<file path="src/rtl/key_pulse_ctrl_if.sv">
// Key pulse controller signal bundle: debounced key and repeat enable in; command pulses,
// held level and press count out.
interface key_pulse_ctrl_if;
    logic       Key_xi;
    logic       Rep_en_xi;
    logic       Pulse_xo;
    logic       Release_xo;
    logic       Held_xo;
    logic [7:0] Press_cnt_xo;

    modport master (
        output Key_xi,
        output Rep_en_xi,
        input  Pulse_xo,
        input  Release_xo,
        input  Held_xo,
        input  Press_cnt_xo
    );

    modport slave (
        input  Key_xi,
        input  Rep_en_xi,
        output Pulse_xo,
        output Release_xo,
        output Held_xo,
        output Press_cnt_xo
    );
endinterface

</file>
<file path="src/rtl/key_pulse_ctrl.sv">
// Turns a debounced key level into one-cycle press/repeat/release pulses for the
// instruction fetch logic, with a long-press held flag and an 8-bit press count.
module key_pulse_ctrl #(
    parameter int unsigned HOLD_CYCLES   = 50000,
    parameter int unsigned REPEAT_CYCLES = 10000,
    parameter int unsigned CNT_W         = 16
) (
    input  logic            Clk,
    input  logic            Rst,
    key_pulse_ctrl_if.slave kp
);

    typedef enum logic [1:0] {
        StIdle   = 2'd0,
        StPress  = 2'd1,
        StRepeat = 2'd2
    } state_e;

    localparam logic [CNT_W-1:0] HoldLast   = CNT_W'(HOLD_CYCLES - 1);
    localparam logic [CNT_W-1:0] RepeatLast = CNT_W'(REPEAT_CYCLES - 1);

    state_e           state_q, state_d;
    logic             k1_q, k2_q;
    logic             ks;
    logic [CNT_W-1:0] cnt_q, cnt_d;
    logic             pulse_q, pulse_d;
    logic             release_q, release_d;
    logic             held_q, held_d;
    logic [7:0]       press_cnt_q, press_cnt_d;

    assign ks = k2_q;

    always_comb begin
        state_d   = state_q;
        cnt_d     = cnt_q;
        pulse_d   = 1'b0;
        release_d = 1'b0;
        held_d    = held_q;

        case (state_q)
            StIdle: begin
                if (ks) begin
                    pulse_d = 1'b1;
                    cnt_d   = '0;
                    state_d = StPress;
                end
            end
            StPress: begin
                if (!ks) begin
                    release_d = 1'b1;
                    state_d   = StIdle;
                end else if (cnt_q == HoldLast) begin
                    held_d  = 1'b1;
                    pulse_d = kp.Rep_en_xi;
                    cnt_d   = '0;
                    state_d = StRepeat;
                end else begin
                    cnt_d = cnt_q + CNT_W'(1);
                end
            end
            StRepeat: begin
                // Release takes priority over a repeat falling due on the same edge
                if (!ks) begin
                    release_d = 1'b1;
                    held_d    = 1'b0;
                    cnt_d     = '0;
                    state_d   = StIdle;
                end else if (cnt_q == RepeatLast) begin
                    pulse_d = kp.Rep_en_xi;
                    cnt_d   = '0;
                end else begin
                    cnt_d = cnt_q + CNT_W'(1);
                end
            end
            default: begin
                state_d = StIdle;
                cnt_d   = '0;
                held_d  = 1'b0;
            end
        endcase

        press_cnt_d = press_cnt_q + 8'(pulse_d);
        if (state_q != StIdle && state_q != StPress && state_q != StRepeat) begin
            press_cnt_d = '0;
        end
    end

    always_ff @(posedge Clk or posedge Rst) begin
        if (Rst) begin
            k1_q        <= 1'b0;
            k2_q        <= 1'b0;
            state_q     <= StIdle;
            cnt_q       <= '0;
            pulse_q     <= 1'b0;
            release_q   <= 1'b0;
            held_q      <= 1'b0;
            press_cnt_q <= '0;
        end else begin
            k1_q        <= kp.Key_xi;
            k2_q        <= k1_q;
            state_q     <= state_d;
            cnt_q       <= cnt_d;
            pulse_q     <= pulse_d;
            release_q   <= release_d;
            held_q      <= held_d;
            press_cnt_q <= press_cnt_d;
        end
    end

    assign kp.Pulse_xo     = pulse_q;
    assign kp.Release_xo   = release_q;
    assign kp.Held_xo      = held_q;
    assign kp.Press_cnt_xo = press_cnt_q;

endmodule

</file>
<file path="src/flat_wrapper.sv">
// flat-port wrapper written by rule: the top's interface ports become plain ports
module key_pulse_ctrl_flat 
#(
    parameter int unsigned HOLD_CYCLES   = 50000,
    parameter int unsigned REPEAT_CYCLES = 10000,
    parameter int unsigned CNT_W         = 16
)
  (Clk, Rst, kp_Key_xi, kp_Rep_en_xi, kp_Pulse_xo, kp_Release_xo, kp_Held_xo, kp_Press_cnt_xo);
  key_pulse_ctrl_if kp_i ();
  input  logic Clk;
  input  logic Rst;
  input wire logic [$bits(kp_i.Key_xi)-1:0] kp_Key_xi;
  input wire logic [$bits(kp_i.Rep_en_xi)-1:0] kp_Rep_en_xi;
  output wire logic [$bits(kp_i.Pulse_xo)-1:0] kp_Pulse_xo;
  output wire logic [$bits(kp_i.Release_xo)-1:0] kp_Release_xo;
  output wire logic [$bits(kp_i.Held_xo)-1:0] kp_Held_xo;
  output wire logic [$bits(kp_i.Press_cnt_xo)-1:0] kp_Press_cnt_xo;
  assign kp_i.Key_xi = kp_Key_xi;
  assign kp_i.Rep_en_xi = kp_Rep_en_xi;
  assign kp_Pulse_xo = kp_i.Pulse_xo;
  assign kp_Release_xo = kp_i.Release_xo;
  assign kp_Held_xo = kp_i.Held_xo;
  assign kp_Press_cnt_xo = kp_i.Press_cnt_xo;
  key_pulse_ctrl #(.HOLD_CYCLES(HOLD_CYCLES), .REPEAT_CYCLES(REPEAT_CYCLES), .CNT_W(CNT_W)) u_core (.Clk(Clk), .Rst(Rst), .kp(kp_i));
endmodule
</file>
<file path="config.mk">
export PLATFORM = sky130hd
export DESIGN_NAME = key_pulse_ctrl_flat
export DESIGN_NICKNAME = d
export VERILOG_FILES = /design/src/rtl/key_pulse_ctrl_if.sv /design/src/rtl/key_pulse_ctrl.sv /design/src/flat_wrapper.sv
export SDC_FILE = /design/constraint.sdc
export NUM_CORES = 1
export LEC_CHECK = 0
export CORE_MARGIN = 3
export CORE_UTILIZATION = 50
export DETAILED_ROUTE_END_ITERATION = 12
export MAX_ROUTING_LAYER = met4
export PLACE_DENSITY = 0.71
export SYNTH_ARGS = -nofsm -noshare
export SYNTH_HDL_FRONTEND = slang
export SYNTH_SLANG_ARGS = --single-unit
</file>
<file path="constraint.sdc">
create_clock -name Clk -period 3.42 [get_ports Clk]
set_clock_uncertainty 0.15 [all_clocks]
set_input_delay 0.342 -clock Clk [delete_from_list [all_inputs] [get_ports Clk]]
set_output_delay 0.342 -clock Clk [all_outputs]
set_load 0.01 [all_outputs]
</file>
==> qor.yml <==
grt_max_degree: 32
die_w_um: 63.0
post_cts_resized: 0
yosys-top-cells-area: "dfrtp_1 48%, ha_1 5.4%, xor2_1 4.9%, nor2_1 4.6%, nand2_1 3.5%"
tightest_slew_ps: 722
areaGrowthSynthToFinish_pct: 14.0
core.rowCount: 20
total_power_mw: 1.04
numClockSinks: 31
nets: 196
num_antenna_cells: 0
p_per_area_nw_per_um2: 564
outcome: "finished clean"
finalHoldViolations: 0
cts_setup_buffers: 0
cp-start-kind: "register"
yosysSeqAreaShare_pct: 47.8
cts_root_buffer: "clkbuf_4"
drc_errors: 0
ys_types: 36
wl_per_cell_um: 13.6
drt-initial-drc-count: 87
grt_pass1_vias: 1263
grt_pass1_wl_um: 5600
vdd_drop_max_uv: 253
finalSetupViolCount: 0
fin_ws_ps: 649
clkTransAtPathRegs_ps: 100
path_buf_inv: 0
async_flop_share_pct: 100
path_cells: "or4_4 -> nor3_1 -> a41oi_1 -> nor3_1 -> ha_1 -> nand3_1 -> or3_1 -> a21oi_1"
final_util_pct: 60.0
final_cells: 230
max_stage_delay_ps: 550
via_per_inst: 5.59
ys_seq_elements: 31
die_y_um: 63.0
coreArea_um2: 3080
setup_tns_ps: 0
critPathMostFrequentCell: "nor3_1"
port_buffers: 14
dpl.cell_count: 222
critical_path_class: "reg -> reg"
grt_setup_unrepaired: "false"
postRouteAntennaNets: 0
power.leakage_nw: 0.786
fin_crit_ps: 2770
end_kind: "register"
yosysMostFrequentCell: "dfrtp_1"
worst_ep_required_time_ps: 3540
dieArea_um2: 3960
nFillCells: 287
max_slew_margin_pct: 51.4
critPathMaxFanout: 5
slowest_stage: "or4_4"
grt_antenna_before_repair: 0
hold_buffers: 0
wl_um: 3130
tritoncts: "done"
max_freq_ghz: 0.361
htreeDepth: 2
insertion_delay_ps: 340
cts_buffers: 5
final_cell_area_um2: 1850
dp_slack_ps: 647
place_area_um2: 1800
whs_ps: 196
vias: 1285
dr.pass1.iters: 4
synth_warnings: 0
ys.flop_type: "dfrtp_1"
fin_crit_sh_pct: 81.0
gp_congestion: 0.822
cp_data_arrival_time_ps: 2890
drive_above_1_share_pct: 6.99
synthCells: 168
syn-num-nets: 179
boundaryPins: 15
synth_top_cell_by_area: "dfrtp_1"
synthesis.area_um2: 1620
synth-edff-count: 0
start_util_pct: 52.7
cap_viol_max_count: 0
clockBufferDepth: 2
crit_family: "simple AND/OR/NAND/NOR gates"
yosysTopAreaCellShare_pct: 47.8
hp-class: "reg -> reg"
slew_violations: 0
synth_commonest_cells: "31 x dfrtp_1, 20 x nor2_1, 15 x nand2_1"
dp_hpwl_um: 2270
avgSynthCellArea_um2: 9.65
overflow: 0
grt_use_total_pct: 18.5
per-layer routing:
| metal | part of all wire [%] | global-route usage, % | wire length, um | up-vias |
|---|---|---|---|---|
| met2 | 49 | 28.2 | 1550 | 30 |
| met3 | 4.4 | 5.40 | 136 | 4 |
| li1 | - | - | - | 630 |
| met1 | 45 | 21.8 | 1400 | 621 |
| met5 | 0 | - | 0 | - |
| met4 | 1.4 | 10.2 | 43 | 0 |
power by group:
| part | internal (mW) | total, mW | leakage, nW | switching, mW |
|---|---|---|---|---|
| Clock | 0.0799 | 0.204 | 0.0293 | 0.124 |
| Sequential | 0.424 | 0.484 | 0.414 | 0.0601 |
| Combinational | 0.165 | 0.353 | 0.343 | 0.189 |
flip-flops by register name (all words and copies together), names as in the netlist:
signal	cells
u_core.kp.Release_xo	1
u_core.state_q	2
u_core.kp.Press_cnt_xo	8
u_core.k2_q	1
u_core.k1_q	1
u_core.kp.Pulse_xo	1
u_core.kp.Held_xo	1
u_core.cnt_q	16
final timing paths:
check	startpoint	endpoint	slack [ps]	cells past startpoint
max in group asynchronous	Rst	u_core.cnt_q[9]	2610	3
max	u_core.cnt_q[5]	u_core.kp.Press_cnt_xo[7]	650	8
min reg2reg	u_core.k1_q	u_core.k2_q	200	0
max reg2reg	u_core.cnt_q[5]	u_core.kp.Press_cnt_xo[7]	650	8
min in group asynchronous	Rst	u_core.kp.Press_cnt_xo[4]	210	3
min	u_core.k1_q	u_core.k2_q	200	0
placed cells by master (no fill, tap or decap), types with 2 or more instances in the layout:
| cell type | Yosys | layout |
|---|---|---|
| dfrtp_1 | 31 | 31 |
| nor2_1 | 20 | 20 |
| nand2_1 | 15 | 15 |
| clkdlybuf4s50_1 | 0 | 14 |
| o21ai_0 | 11 | 11 |
| nand3_1 | 10 | 10 |
| xor2_1 | 9 | 9 |
| ha_1 | 7 | 7 |
| inv_1 | 6 | 6 |
| xnor2_1 | 5 | 5 |
| clkbuf_4 | 0 | 5 |
| nor3_1 | 4 | 4 |
| a21oi_1 | 4 | 4 |
| nand4_1 | 4 | 4 |
| nor4_1 | 3 | 3 |
| and3_1 | 3 | 3 |
| o211ai_1 | 3 | 3 |
| nor2b_1 | 3 | 3 |
| o22ai_1 | 3 | 3 |
| a31oi_1 | 3 | 3 |
| or4_4 | 2 | 2 |
| nand4b_1 | 2 | 2 |
| o21ai_1 | 2 | 2 |
| or3_1 | 2 | 2 |
| clkbuf_1 | 3 | 2 |
cell families after synthesis:
family | after synthesis | share of synthesized area, %
flops | 31 | 47.8
buf+inv | 11 | 3.01
mux | 1 | 0.617
fa+ha+maj | 7 | 5.40
xor+xnor | 14 | 7.56
compound gates | 30 | 11.1
simple gates | 74 | 24.5
final cells by class:
cell class              count  area [um2]  area share, %
clock inverters             1        5.00          0.271
clock buffers               7        45.0           2.44
well taps                  44        55.1           2.98
repair buffers             15         148           7.99
inverters                   6        22.5           1.22
multi-input cells         126         797           43.1
flip-flops and latches     31         776           42.0
Note: power is estimated with default switching activity, not from simulation.
